<file path="src/rtl/seg_display_scheduler.sv">
// -----------------------------------------------------------------------------
// seg_display_scheduler
//
// Four-digit seven-segment display controller. A 14-bit binary value is
// captured on a load strobe, clipped to 9999 and converted to packed BCD by a
// sequential shift-add-3 engine (one step per clock, 14 steps). The committed
// BCD value is scanned across the four digits and gated by a value-dependent
// blink policy (steady / slow blink / fast blink for zero).
//
// Ports
//   i_clk       system clock, single domain
//   i_rst_n     asynchronous active-low reset, synchronous release expected
//   i_val_in    binary value to display
//   i_val_load  1-cycle strobe: capture i_val_in and start a conversion
//   o_busy      conversion in progress; loads are dropped while high
//   o_dig_en    one-hot digit enable, [3]=thousands .. [0]=units, active-high
//   o_seg       segment drive, [0]=A .. [6]=G, active-high
//
// state    | meaning
// ---------+----------------------------------------------------------------
// ST_IDLE  | waiting for a load strobe; display shows last committed value
// ST_SHIFT | shift-add-3 in progress, 14 steps, commit on the last one
// -----------------------------------------------------------------------------
module seg_display_scheduler #(
   parameter int SCAN_DIV = 100000,
   parameter int HALF_DIV = 25000000,
   parameter int THRESH   = 180
) (
   input  logic        i_clk,
   input  logic        i_rst_n,
   input  logic [13:0] i_val_in,
   input  logic        i_val_load,
   output logic        o_busy,
   output logic [3:0]  o_dig_en,
   output logic [6:0]  o_seg
);

   localparam int SCAN_W = (SCAN_DIV > 1) ? $clog2(SCAN_DIV) : 1;
   localparam int HALF_W = (HALF_DIV > 1) ? $clog2(HALF_DIV) : 1;

   typedef enum logic {
      ST_IDLE,
      ST_SHIFT
   } state_t;

   typedef enum logic [1:0] {
      MODE_ZERO,
      MODE_SLOW,
      MODE_STEADY
   } mode_t;

   function automatic mode_t mode_of(input logic [13:0] v);
      if (v == 14'd0)
         return MODE_ZERO;
      else if (int'(v) >= THRESH)
         return MODE_STEADY;
      else
         return MODE_SLOW;
   endfunction

   function automatic logic [6:0] seg_pat(input logic [3:0] d);
      logic [6:0] p;
      case (d)
         4'd0:    p = 7'b0111111;
         4'd1:    p = 7'b0000110;
         4'd2:    p = 7'b1011011;
         4'd3:    p = 7'b1001111;
         4'd4:    p = 7'b1100110;
         4'd5:    p = 7'b1101101;
         4'd6:    p = 7'b1111101;
         4'd7:    p = 7'b0000111;
         4'd8:    p = 7'b1111111;
         4'd9:    p = 7'b1101111;
         default: p = 7'b0000000;
      endcase
      return p;
   endfunction

   function automatic logic [3:0] add3(input logic [3:0] n);
      return (n >= 4'd5) ? (n + 4'd3) : n;
   endfunction

   // conversion engine
   state_t      r_state;
   logic [3:0]  r_shift_cnt;
   logic [13:0] r_shift_val;
   logic [15:0] r_bcd_work;
   logic [13:0] r_lat_val;
   logic        r_busy;

   // committed display value
   logic [15:0] r_bcd;
   logic [13:0] r_value;

   // blink
   logic [HALF_W-1:0] r_half_div;
   logic              r_half_odd;
   logic              r_phase;

   // scan
   logic [SCAN_W-1:0] r_scan_div;
   logic [1:0]        r_idx;

   logic [13:0] w_val_clip;
   logic [15:0] w_bcd_adj;
   logic [15:0] w_bcd_step;
   logic        w_commit;
   mode_t       w_mode_cur;
   mode_t       w_mode_new;
   logic        w_half_tc;
   logic        w_scan_tc;
   logic [3:0]  w_nib;
   logic        w_blank;

   assign w_val_clip = (i_val_in > 14'd9999) ? 14'd9999 : i_val_in;

   assign w_bcd_adj  = {add3(r_bcd_work[15:12]), add3(r_bcd_work[11:8]),
                        add3(r_bcd_work[7:4]),   add3(r_bcd_work[3:0])};
   assign w_bcd_step = {w_bcd_adj[14:0], r_shift_val[13]};

   assign w_commit   = (r_state == ST_SHIFT) && (r_shift_cnt == 4'd13);
   assign w_mode_cur = mode_of(r_value);
   assign w_mode_new = mode_of(r_lat_val);

   assign w_half_tc  = (r_half_div == HALF_W'(HALF_DIV - 1));
   assign w_scan_tc  = (r_scan_div == SCAN_W'(SCAN_DIV - 1));

   assign o_busy = r_busy;

   // Converter: the BCD result and the binary value it came from are
   // committed on the same edge so blink mode and digits never disagree.
   always_ff @(posedge i_clk or negedge i_rst_n) begin
      if (!i_rst_n) begin
         r_state     <= ST_IDLE;
         r_shift_cnt <= 4'd0;
         r_shift_val <= 14'd0;
         r_bcd_work  <= 16'd0;
         r_lat_val   <= 14'd0;
         r_busy      <= 1'b0;
         r_bcd       <= 16'd0;
         r_value     <= 14'd0;
      end else begin
         case (r_state)
            ST_IDLE: begin
               if (i_val_load) begin
                  r_lat_val   <= w_val_clip;
                  r_shift_val <= w_val_clip;
                  r_bcd_work  <= 16'd0;
                  r_shift_cnt <= 4'd0;
                  r_busy      <= 1'b1;
                  r_state     <= ST_SHIFT;
               end
            end
            ST_SHIFT: begin
               r_bcd_work  <= w_bcd_step;
               r_shift_val <= {r_shift_val[12:0], 1'b0};
               r_shift_cnt <= r_shift_cnt + 4'd1;
               if (w_commit) begin
                  r_bcd   <= w_bcd_step;
                  r_value <= r_lat_val;
                  r_busy  <= 1'b0;
                  r_state <= ST_IDLE;
               end
            end
            default: begin
               r_state <= ST_IDLE;
               r_busy  <= 1'b0;
            end
         endcase
      end
   end

   // Blink phase. A commit that changes mode restarts the pattern with the
   // display on; a commit into the same mode leaves the running phase alone.
   always_ff @(posedge i_clk or negedge i_rst_n) begin
      if (!i_rst_n) begin
         r_half_div <= '0;
         r_half_odd <= 1'b0;
         r_phase    <= 1'b1;
      end else if (w_commit && (w_mode_new != w_mode_cur)) begin
         r_half_div <= '0;
         r_half_odd <= 1'b0;
         r_phase    <= 1'b1;
      end else begin
         if (w_half_tc)
            r_half_div <= '0;
         else
            r_half_div <= r_half_div + 1'b1;

         case (w_mode_cur)
            MODE_ZERO: begin
               if (w_half_tc)
                  r_phase <= ~r_phase;
            end
            MODE_SLOW: begin
               // toggle on every second half-tick
               if (w_half_tc) begin
                  r_half_odd <= ~r_half_odd;
                  if (r_half_odd)
                     r_phase <= ~r_phase;
               end
            end
            default: r_phase <= 1'b1;
         endcase
      end
   end

   // Digit scan, thousands first; idx wraps 0 -> 3 by 2-bit underflow.
   always_ff @(posedge i_clk or negedge i_rst_n) begin
      if (!i_rst_n) begin
         r_scan_div <= '0;
         r_idx      <= 2'd3;
      end else if (w_scan_tc) begin
         r_scan_div <= '0;
         r_idx      <= r_idx - 2'd1;
      end else begin
         r_scan_div <= r_scan_div + 1'b1;
      end
   end

   assign w_nib = r_bcd[{r_idx, 2'b00} +: 4];

   // Leading-zero blanking: a digit is dark when it and every digit above it
   // are zero. Units is never blanked.
   always_comb begin
      w_blank = 1'b0;
      case (r_idx)
         2'd3:    w_blank = (r_bcd[15:12] == 4'd0);
         2'd2:    w_blank = (r_bcd[15:8]  == 8'd0);
         2'd1:    w_blank = (r_bcd[15:4]  == 12'd0);
         default: w_blank = 1'b0;
      endcase
   end

   always_ff @(posedge i_clk or negedge i_rst_n) begin
      if (!i_rst_n) begin
         o_dig_en <= 4'b0000;
         o_seg    <= 7'b0000000;
      end else begin
         o_dig_en <= r_phase ? (4'b0001 << r_idx) : 4'b0000;
         o_seg    <= w_blank ? 7'b0000000 : seg_pat(w_nib);
      end
   end

endmodule
</file>
<file path="config.mk">
export PLATFORM = sky130hd
export DESIGN_NAME = seg_display_scheduler
export DESIGN_NICKNAME = d
export VERILOG_FILES = /design/src/rtl/seg_display_scheduler.sv
export SDC_FILE = /design/constraint.sdc
export NUM_CORES = 1
export LEC_CHECK = 0
export CAP_MARGIN = 0
export CORE_ASPECT_RATIO = 0.5
export CORE_UTILIZATION = 35
export DETAILED_ROUTE_END_ITERATION = 10
export MAX_ROUTING_LAYER = met4
export PLACE_DENSITY = 0.48
export SLEW_MARGIN = 20
export SYNTH_ARGS = -nofsm -noshare
export SYNTH_HDL_FRONTEND = slang
export SYNTH_SLANG_ARGS = --single-unit
export TNS_END_PERCENT = 20
</file>
<file path="constraint.sdc">
create_clock -name i_clk -period 2.5 [get_ports i_clk]
set_input_delay 0.5 -clock i_clk [delete_from_list [all_inputs] [get_ports i_clk]]
set_output_delay 0.5 -clock i_clk [all_outputs]
set_load 0.1 [all_outputs]
</file>
## Word level (Yosys, flattened, before mapping)

Memories as Yosys holds them, arrays and structs flattened.
Cells that the tools add are included.

| storage, ports and cells | value |
|---|---|
| bits in registers | 137 |
| ROM bits | 112 |
| word-level logic and storage cells | 99 |
| memories kept | 1 |

Memory list:

| name | words | bits a word | read ports | clocked after Yosys merged registers in | write ports | line | RTL |
|---|---|---|---|---|---|---|---|
| (no name shown) | 16 | 7 | 1 | 0 | 0 | 63 | `case (d)` |

| cells by class | value |
|---|---|
| $add $sub $neg | 8 |
| order comparisons | 7 |
| equality and inequality tests | 13 |
| shifts and indexed selects | 2 |
| mux-type cells | 35 |
| bitwise logic cells | 3 |
| reduce and logical (&&, ||, !) cells | 15 |

Operators with widths:

| kind | count |
|---|---|
| $mux 25 | 2 |
| $pmux 16 s2 | 1 |
| $ge 14x8->1 const B | 2 |
| $logic_not 14->1 | 2 |
| $mux 14 | 2 |
| $pmux 14 s2 | 1 |
| $add 25x1->25 const B | 1 |
| $eq 25x25->1 const B | 1 |
| $mux 4 | 5 |
| $add 17x1->17 const B | 1 |
| $eq 17x17->1 const B | 1 |
| $mux 17 | 1 |
| $ge 4x3->1 const B | 4 |
| $mux 16 | 1 |
| $shiftx 16x5->4 | 1 |
| $gt 14x14->1 const B | 1 |
| $add 4x2->4 const B | 3 |
| $logic_not 12->1 | 1 |
| $mux 1 | 11 |
| $ne 3x3->1 const B | 3 |
| $logic_not 8->1 | 1 |
| $mux 2 | 4 |
| $pmux 4 s2 | 1 |
| $reduce_and 2->1 | 4 |
| other kinds (20) | 28 |

## Longest topological paths before layout

Gate-level depths: netlist of run 1.

| logic depth | value |
|---|---|
| depth in word-level cells | 7 |
| depth in mapped cells | 8 |
| depth with buffers taken out | 7 |

## Least setup slack after synthesis of run 1

Ideal clock, no wire load.

| timing | value |
|---|---|
| path kind | register to register |
| from | reg r_half_div[7] |
| to | reg r_half_div[18] |
| library setup time | 0.119 ns |
| arrival | 2.032 ns |
| slack | 0.349 ns |
| cell stages (with the launch flop) | 7 |
| path buffers | 1 |
| period minus slack after synthesis | 2.151 ns |
| path through | dfrtp_1 > or4_4 > nor4_4 > a211oi_1 > a311oi_4 > buf_6 > nor2_1 |

| on the way | value |
|---|---|
| word-level cells in the longest chain between the ends | 3 |
| elaborated cells between the ends (all ways) | 4 |
| those cells by class | add/sub: 1; eq/ne: 1; mux: 2 |

RTL lines:

| element | line | RTL |
|---|---|---|
| start: declaration | 96 | `logic [HALF_W-1:0] r_half_div;` |
| start signal: assignment | 188 | `r_half_div <= r_half_div + 1'b1;` |
| $add 25x1->25 or $eq 25x25->1 (tied branches) | 188, 125 |  |
| $mux 25 * | 185 | `if (w_half_tc)` |
| $mux 25 * | 180 | `end else if (w_commit && (w_mode_new != w_mode_cur)) begin` |

Mark *: on every way between the ends. The rest lies on a longest branch, timed or not.
A chain may end at the register's enable or synchronous reset.

## Worst setup path after layout of run 1

| timing | value |
|---|---|
| from | reg r_half_div[7] |
| to | reg r_half_div[14] |

The elaborated chain is that of the path after synthesis.

==> impl_metrics.ini, run 1 <==
[status]
outcome = finished, final reports clean

[hold_path]
min_path_type = primary input to asynchronous set/reset pin

[synth]
syn-num-nets = 682
syn_avg_cell_area_um2 = 10.4
synth_area_um2 = 6700
synth-edff-count = 0
synthesis_warning_total = 0
ys_seq_elements = 137
synth_sequential_area_ratio = 0.512
ys_types = 50
ys_dominant_reg_cell = dfrtp_1
synth_async_sr_flop_share = 1.00
syn_inst = 643

[clock_tree]
cts_max_level = 4
ctsRootBufferMaster = clkbuf_16
clock_path_buffers = 2
clk_latency_ns = 0.42
numCtsBuffers = 17
cts_setup_buffers = 0
clock_sink_count = 137
path_clk_slew_ns = 0.06
hold_buffers = 0
cts_tree = built
ctsResizeCount = 0

[detailed_routing]
drt-initial-drc-count = 259
final_antenna_net_count = 0
drc = 0
dr_total_vias = 4593
vias_per_cell = 4.84
drt-total-wl_um = 13700
drtPass1Iterations = 4
wl_per_cell_um = 14.4

[placed_design]
place_hpwl_um = 9390
place_congestion = 0.737
placement.io_buffers = 28

[cells_and_area]
fillerInstances = 1779
finalNetCount = 716
insertedDiodeCount = 0
syn_to_final_growth_pct = 18.7
final_util = 0.428
layout-drive-gt1-share = 0.141

[worst_setup_path]
cp_num_buf_inv = 1
reg2reg_slack_ns = 0.25
cp.required_ns = 2.80
worst_ep_arrival_time_ns = 2.55
critical_path.max_stage_delay_ns = 0.55
worstSetupStartpointType = register
critical_path.max_fanout = 16
end_kind = register
critical_path.top_delay_family = simple AND/OR/NAND/NOR gates
critical_path.slowest_cell = or4_4
setup.worst_path.class = register to register
crit_path_cell_trace = or4_4 > nor4_4 > a211oi_1 > a311oi_4 > buf_4 > nor2_1

[pwr]
pwr_density_cell_nw_per_um2 = 1150
irDropWorstVdd_v = 0.000449
cellLeakagePower_nw = 3.53

[die]
dieHeight_um = 99.8
starting_density_of_the_core = 0.361
ioPinCount = 29
floorplan.die_area_um2 = 19700
die_w_um = 198
floorplan.rows = 35
core_region_area_um2 = 18600

[sta]
hold_viol = 0
final-setup-viol-count = 0
slew_headroom = 0.581
maxClockFrequency_mhz = 444
slew_viol_final = 0
unrepaired_setup_endpoints_after_global_routing = false
fin_worst_skew_ns = 0.0106
post-route-period-util = 0.900
period_needed_ns = 2.25
tightest_slew_ns = 0.628
timing.setup.tns_ns = 0

[job]
timing.max_cap.violations = 0

[global_routing]
grt_max_degree = 65
groute.usage.overall = 0.157
grt-ovfl-total = 0
grt_pass1_vias = 4525
number_of_antenna_violations_at_the_first_check_in_global_routing = 0
first_pass_grt_wire_length_um = 23600
## worst reg2reg max path, delay by kind of cell (launching register included)
kind / cells / cell delay (ns)
AND/OR/NAND/NOR: 3 / 0.95
AO/OA/AOI/OAI: 2 / 0.47
flip-flops: 1 / 0.44
buffers and inverters: 1 / 0.26
## layout by cell type (no fill, tap or decap), types with 3 or more instances in the layout
cell and n:
a211oi_1 3, a21oi_1 27, a311oi_1 5, and2_1 6, and3_1 9, and4_1 4
buf_4 25, bufinv_16 5, clkbuf_1 4, clkbuf_16 17, clkbuf_8 3, clkdlybuf4s50_1 15
dfrtp_1 133, dfstp_2 3, ha_1 22, inv_1 19, mux2_2 26, mux2i_1 14
mux4_2 4, nand2_1 61, nand2b_1 17, nand3_1 18, nand4_1 15, nor2_1 67
nor2b_1 7, nor3_1 4, nor3b_1 13, nor4_1 9, o21a_1 4, o21ai_0 40
o31ai_1 13, or4_1 3, xnor2_1 20, xor2_1 23
## cells in the mapped netlist (2+ instances only)
| cell type | count | area share |
|---|---|---|
| inv_1 | 19 | 0.011 |
| o211ai_1 | 2 | 0.0022 |
| and3_1 | 9 | 0.0084 |
| nor3b_1 | 13 | 0.015 |
| clkbuf_1 | 24 | 0.013 |
| a311oi_1 | 5 | 0.0065 |
| mux2i_1 | 14 | 0.021 |
| o21a_1 | 4 | 0.0045 |
| o31ai_1 | 13 | 0.015 |
| nand2b_1 | 17 | 0.016 |
| or3_1 | 2 | 0.0019 |
| or2_2 | 2 | 0.0019 |
| o21ai_0 | 40 | 0.030 |
| or4_1 | 3 | 0.0034 |
| nor4b_1 | 2 | 0.0026 |
| mux4_2 | 4 | 0.013 |
| dfrtp_1 | 134 | 0.50 |
| mux2_2 | 26 | 0.044 |
| nor3_1 | 4 | 0.0030 |
| ha_1 | 22 | 0.041 |
| and2_1 | 6 | 0.0056 |
| a21oi_1 | 27 | 0.020 |
| nor4_1 | 9 | 0.0084 |
| nor2b_1 | 7 | 0.0065 |
| xor2_1 | 23 | 0.030 |
| nand3_1 | 18 | 0.013 |
| nor2_1 | 67 | 0.038 |
| o211a_1 | 2 | 0.0030 |
| nand4_1 | 15 | 0.014 |
| a211oi_1 | 3 | 0.0034 |
| and4_1 | 4 | 0.0052 |
| buf_1 | 3 | 0.0017 |
| xnor2_1 | 20 | 0.026 |
| dfstp_2 | 3 | 0.012 |
| o21ai_1 | 2 | 0.0015 |
| nand2_1 | 61 | 0.034 |
## kinds of logic after synthesis
logic type	share of synthesized area
and+or+nand+nor	0.188
DFF	0.512
AOI/OAI and AO/OA	0.0971
buffers and inverters	0.0275
muxes	0.0781
xor gates and xnor gates	0.0562
adders and majority gates	0.0411
## flip-flops by register name, indices dropped and copies added (netlist names)
register	count
o_dig_en	4
o_seg	7
r_idx	2
r_bcd	16
r_shift_val	14
r_bcd_work	16
r_state	1
r_half_div	25
r_lat_val	14
r_scan_div	17
r_phase	1
r_value	14
o_busy	1
r_shift_cnt	4
r_half_odd	1
## area by class of cell
type / instances / area, um^2 / share of cell area
Sequential cell: 137 / 3430 / 0.432
Multi-Input combinational cell: 459 / 3080 / 0.388
Clock buffer: 24 / 482 / 0.0606
Timing Repair Buffer: 43 / 389 / 0.0489
Tap cell: 259 / 324 / 0.0408
Clock inverter: 8 / 168 / 0.0211
Inverter: 19 / 71.3 / 0.00897
## metal layers
layer | global-route usage | share of wire | up-vias
li1 | - | - | 2319
met1 | 0.226 | 0.56 | 2232
met2 | 0.221 | 0.42 | 29
met3 | 0.0353 | 0.020 | 13
met4 | 0.0429 | 0.0095 | 0
met5 | - | 0 | -
## stage by stage
step           instances  setup WS (ns)  power, mW  hold slack [ns]  instance area (um^2)
2_1_floorplan        643          0.349       5.64            0.204                  6700
3_3_place_gp         917          0.310       6.32            0.459                  7300
3_5_place_dp         917          0.258       6.39            0.462                  7300
4_1_cts              949          0.235       9.24           0.0464                  7950
5_1_grt              949          0.109       9.78           0.0705                  7950
6_report             949          0.250       9.12           0.0328                  7950
## power breakdown
group	switching (mW)	internal (mW)
Sequential	0.558	2.92
Clock	0.944	1.85
Combinational	1.68	1.17
Total	3.18	5.94
## final timing paths
path,startpoint,to,cells past startpoint
setup / recovery,r_half_div[7]$_DFF_PN0_,r_half_div[14]$_DFF_PN0_,6
hold / removal,i_rst_n,r_scan_div[10]$_DFF_PN0_,1
setup reg to reg,r_half_div[7]$_DFF_PN0_,r_half_div[14]$_DFF_PN0_,6
hold reg to reg,r_shift_val[8]$_DFFE_PN0P_,r_shift_val[9]$_DFFE_PN0P_,2
max in group asynchronous,i_rst_n,r_shift_val[5]$_DFFE_PN0P_,2
min in group i_clk,r_shift_val[8]$_DFFE_PN0P_,r_shift_val[9]$_DFFE_PN0P_,2
Power figures use the tool's default switching activity.
==> run 2: changes to the inputs <==
--- a/config.mk
+++ b/config.mk
@@ -9,7 +9,6 @@
 export CORE_ASPECT_RATIO = 0.5
 export CORE_UTILIZATION = 35
 export DETAILED_ROUTE_END_ITERATION = 10
-export MAX_ROUTING_LAYER = met4
 export PLACE_DENSITY = 0.48
 export SLEW_MARGIN = 20
 export SYNTH_ARGS = -nofsm -noshare
==> run 2 against run 1 <==
Critical path depth unchanged. Critical endpoint unchanged. Combinational power about the same. Fmax down 0.35%.
==> impl_metrics.ini, run 2 (synthesized netlist as in run 1, its figures left out) <==
[sta]
fin_worst_setup_slack_ns = 0.242
unrepaired_setup_endpoints_after_global_routing = false
post-route-period-util = 0.903
period_needed_ns = 2.26
slew_viol_final = 0
tightest_slew_ns = 0.630
fin_worst_skew_ns = 0.0107
final-setup-viol-count = 0
timing.setup.tns_ns = 0
slew_headroom = 0.580
hold_viol = 0
maxClockFrequency_mhz = 443
fin_worst_hold_slack_ns = 0.0351

[clock_tree]
hold_buffers = 0
clock_path_buffers = 2
clk_latency_ns = 0.42
ctsResizeCount = 0
ctsRootBufferMaster = clkbuf_16
clock_sink_count = 137
cts_setup_buffers = 0
path_clk_slew_ns = 0.06
numCtsBuffers = 17
cts_max_level = 4
cts_tree = built

[worst_setup_path]
critical_path.max_stage_delay_ns = 0.55
critical_path.slowest_cell = or4_4
crit_path_cell_trace = or4_4 > nor4_4 > a211oi_1 > a311oi_4 > buf_4 > nor2_1
worst_ep_arrival_time_ns = 2.56
worstSetupStartpointType = register
end_kind = register
critical_path.max_fanout = 16
setup.worst_path.class = register to register
cp.required_ns = 2.80

[global_routing]
grt_max_degree = 65
grt-ovfl-total = 0
grt_util_met1 = 0.227
grt_busiest_layer = met1
met2_usage = 0.221
grt_pass1_vias = 4524
grt_util_met3 = 0.0363
groute.usage.overall = 0.153
number_of_antenna_violations_at_the_first_check_in_global_routing = 0
first_pass_grt_wire_length_um = 23600

[cells_and_area]
insertedDiodeCount = 0
largest_reg_flops = 25
syn_to_final_growth_pct = 18.7
fillerInstances = 1779
largest_register = r_half_div
fin_area_um2 = 7950
top_regs = r_half_div x25, r_scan_div x17
multiInputGateArea_um2 = 3080
mostFrequentLayoutCells = dfrtp_1, nor2_1, nand2_1, o21ai_0, a21oi_1
finalNetCount = 716
layout.area.seq_um2 = 3430
final_common_cell = dfrtp_1
final_util = 0.428
layout-drive-gt1-share = 0.141

[pwr]
cellLeakagePower_nw = 3.53
share_seq_of_total_power = 0.381
power.share.combinational = 0.312
p_int_mw = 5.94
pwr-share-clk = 0.306
total_switching_power_mw = 3.18
swShare = 0.349
pwr_density_cell_nw_per_um2 = 1150
irDropWorstVdd_v = 0.000451

[die]
floorplan.die_area_um2 = 19700
core_region_area_um2 = 18600
die_w_um = 198
starting_density_of_the_core = 0.361
floorplan.rows = 35
ioPinCount = 29
dieHeight_um = 99.8

[detailed_routing]
drc = 0
drtPass1Iterations = 4
final_antenna_net_count = 0
wl_per_cell_um = 14.4
drt-initial-drc-count = 216
dr_total_vias = 4588
vias_per_cell = 4.83
drt-total-wl_um = 13600

[placed_design]
dp_worst_setup_slack_ns = 0.258
post_dp_cell_area_um2 = 7300
place_hpwl_um = 9390
placement.io_buffers = 28
place_congestion = 0.728

[job]
timing.max_cap.violations = 0

[status]
outcome = finished, final reports clean

[hold_path]
min_path_type = primary input to asynchronous set/reset pin
==> run 2: final timing paths <==
kind                                             from                          to  slack, ns  cells past startpoint
min                                           i_rst_n    r_scan_div[10]$_DFF_PN0_       0.04                      1
max in group asynchronous                     i_rst_n  r_shift_val[5]$_DFFE_PN0P_       1.76                      2
min in group i_clk         r_shift_val[8]$_DFFE_PN0P_  r_shift_val[9]$_DFFE_PN0P_       0.47                      2
max                           r_half_div[7]$_DFF_PN0_    r_half_div[14]$_DFF_PN0_       0.24                      6
max reg2reg                   r_half_div[7]$_DFF_PN0_    r_half_div[14]$_DFF_PN0_       0.24                      6
min reg2reg                r_shift_val[8]$_DFFE_PN0P_  r_shift_val[9]$_DFFE_PN0P_       0.47                      2
==> run 2: metrics by stage <==
step                instances  total power, mW
CTS                       949             9.24
finish                    949             9.12
global route              949             9.78
floorplan                 643             5.64
global placement          917             6.32
detailed placement        917             6.39
==> run 2: metal layers <==
layer  vias to the layer above  routed length, um
met1                      2228               7520
li1                       2318                  -
met4                         0                145
met5                         -                  0
met3                        12                309
met2                        30               5670
==> run 2: worst max-delay path: cells and delay by family (launching register included) <==
| family | cells | cell delay [ns] |
|---|---|---|
| AOI/OAI and AO/OA | 2 | 0.47 |
| buffers and inverters | 1 | 0.26 |
| and+or+nand+nor | 3 | 0.95 |
| DFF | 1 | 0.45 |
==> run 2: cell type report <==
cell class,count,area share
sequential,137,0.432
multi-input combinational,459,0.388
clock buffer,24,0.0606
timing repair buffer,43,0.0489
tap,259,0.0408
clock inverter,8,0.0211
inverter,19,0.00897
==> run 2: power by group through the flow <==
stage          Clock [mW]  Sequential (mW)  Combinational (mW)
4_1_cts              2.88             3.47                2.89
2_1_floorplan           0             3.74                1.90
6_report             2.79             3.48                2.85
5_1_grt              2.96             3.58                3.24
3_3_place_gp            0             3.49                2.84
3_5_place_dp            0             3.51                2.88
==> run 3: changes to the inputs <==
--- a/config.mk
+++ b/config.mk
@@ -6,10 +6,11 @@
 export NUM_CORES = 1
 export LEC_CHECK = 0
 export CAP_MARGIN = 0
-export CORE_ASPECT_RATIO = 0.5
+export CORE_ASPECT_RATIO = 1.25
 export CORE_UTILIZATION = 35
 export DETAILED_ROUTE_END_ITERATION = 10
 export PLACE_DENSITY = 0.48
+export SETUP_SLACK_MARGIN = 0.15
 export SLEW_MARGIN = 20
 export SYNTH_ARGS = -nofsm -noshare
 export SYNTH_HDL_FRONTEND = slang
==> run 3 against run 2 <==
Via count grew 2.3%. Critical path depth did not move. Worst hold slack got worse by 0.0080 ns. Sequential power hardly changed.
==> impl_metrics.ini, run 3 (synthesized netlist as in run 1, its figures left out) <==
[status]
outcome = finished, final reports clean

[cells_and_area]
fin_area_um2 = 7930
final_common_cell = dfrtp_1
final_util = 0.422
largest_reg_flops = 25
syn_to_final_growth_pct = 18.4
fillerInstances = 1816
final_cell_count_no_fill = 922
layout-drive-gt1-share = 0.146
largest_register = r_half_div
mostFrequentLayoutCells = dfrtp_1, nor2_1, nand2_1, o21ai_0, a21oi_1
top_regs = r_half_div x25, r_scan_div x17
insertedDiodeCount = 0
finalNetCount = 716

[global_routing]
number_of_antenna_violations_at_the_first_check_in_global_routing = 0
groute.usage.overall = 0.149
grt-ovfl-total = 0
grt_pass1_vias = 4716
first_pass_grt_wire_length_um = 23200
grt_max_degree = 66

[pwr]
pwr-share-clk = 0.304
power.share.combinational = 0.315
total_switching_power_mw = 3.20
p_int_mw = 5.86
cellLeakagePower_nw = 3.53
pwr_density_cell_nw_per_um2 = 1140
irDropWorstVdd_v = 0.000482
swShare = 0.353
share_seq_of_total_power = 0.380
post-layout-total-power_mw = 9.06

[sta]
timing.setup.tns_ns = 0
fin_worst_skew_ns = 0.0101
unrepaired_setup_endpoints_after_global_routing = false
fin_worst_setup_slack_ns = 0.279
hold_viol = 0
post-route-period-util = 0.888
final-setup-viol-count = 0
tightest_slew_ns = 0.643
slew_headroom = 0.571
maxClockFrequency_mhz = 450
fin_worst_hold_slack_ns = 0.0271
slew_viol_final = 0
period_needed_ns = 2.22

[die]
dieHeight_um = 157
floorplan.rows = 56
die_w_um = 126
core_region_area_um2 = 18800
floorplan.die_area_um2 = 19700
starting_density_of_the_core = 0.357
ioPinCount = 29

[worst_setup_path]
critical_path.top_delay_family = simple AND/OR/NAND/NOR gates
critical_path.max_stage_delay_ns = 0.55
cp_num_buf_inv = 1
worst_r2r_startpoint = r_half_div[7]$_DFF_PN0_
critical_path.slowest_cell = or4_4
worst_ep_arrival_time_ns = 2.53
setup.worst_path.class = register to register
critical_path.max_fanout = 16
end_kind = register
cp.required_ns = 2.81
worst_setup_path_startpoint = r_half_div[7]$_DFF_PN0_
crit_path_cell_trace = or4_4 > nor4_4 > a211oi_1 > a311oi_4 > buf_6 > nor2_1
worstSetupStartpointType = register

[detailed_routing]
drt-initial-drc-count = 225
wl_per_cell_um = 14.6
final_antenna_net_count = 0
drtPass1Iterations = 4
vias_per_cell = 5.09
drt-total-wl_um = 13400
dr_total_vias = 4694
drc = 0

[placed_design]
post_dp_cell_area_um2 = 7280
place_hpwl_um = 9250
place_congestion = 0.774
dp_worst_setup_slack_ns = 0.251
placement.io_buffers = 28
place_inst = 890

[hold_path]
min_path_type = primary input to asynchronous set/reset pin

[clock_tree]
clk_latency_ns = 0.42
clock_sink_count = 137
cts_max_level = 4
path_clk_slew_ns = 0.06
ctsRootBufferMaster = clkbuf_16
numCtsBuffers = 17
cts_setup_buffers = 0
cts_tree = built
hold_buffers = 0
clock_path_buffers = 2

[job]
timing.max_cap.violations = 0
==> run 3: cell count changes in the layout (fill, tap and decap cells not counted), sizes merged <==
cell,previous run,this run
clkbuf,24,17
clkinv,2,6
clkinvlp,1,2
inv,19,21
==> run 3: power by group through the flow <==
stage,clock [mW],sequential [mW],combinational [mW]
floorplan,0,3.74,1.90
global placement,0,3.46,2.82
detailed placement,0,3.49,2.89
CTS,2.83,3.45,2.90
global route,2.95,3.54,3.23
finish,2.76,3.45,2.86
==> run 3: cell type report <==
type | instances | area (um^2) | area share
sequential | 137 | 3430 | 0.433
multi-input combinational | 459 | 3080 | 0.389
clock buffer | 17 | 425 | 0.0536
timing repair buffer | 43 | 405 | 0.0511
tap | 232 | 290 | 0.0366
clock inverter | 15 | 224 | 0.0282
inverter | 19 | 71.3 | 0.00899
==> run 3: worst register-to-register path, stage by stage (launching register included) <==
cell and delay (ns):
dfrtp_1 0.45, or4_4 0.55, nor4_4 0.33, a211oi_1 0.18
a311oi_4 0.32, buf_6 0.21, nor2_1 0.07
==> run 3: path summary, 6_finish.rpt <==
| check | end | slack, ns | cells after the start |
|---|---|---|---|
| worst max-delay path | r_half_div[18]$_DFF_PN0_ | 0.28 | 6 |
| worst min-delay path | r_scan_div[16]$_DFF_PN0_ | 0.03 | 1 |
| worst max register to register | r_half_div[18]$_DFF_PN0_ | 0.28 | 6 |
| worst min register to register | r_shift_val[13]$_DFFE_PN0P_ | 0.48 | 2 |
| max in group asynchronous | r_phase$_DFFE_PN1P_ | 1.81 | 2 |
| min in group i_clk | r_shift_val[13]$_DFFE_PN0P_ | 0.48 | 2 |
==> run 3: layer usage <==
metal,global-route usage,up-vias,part of all wire
met5,0,-,0
met4,0.0568,0,0.016
met3,0.0376,18,0.022
met2,0.244,44,0.48
met1,0.191,2311,0.48
li1,-,2321,-
==> run 3: timing repair <==
action                                 4_1_cts  5_1_grt
gates resized for setup                      0        1
endpoints found under the hold margin        0        0
setup endpoints to repair                    0        2
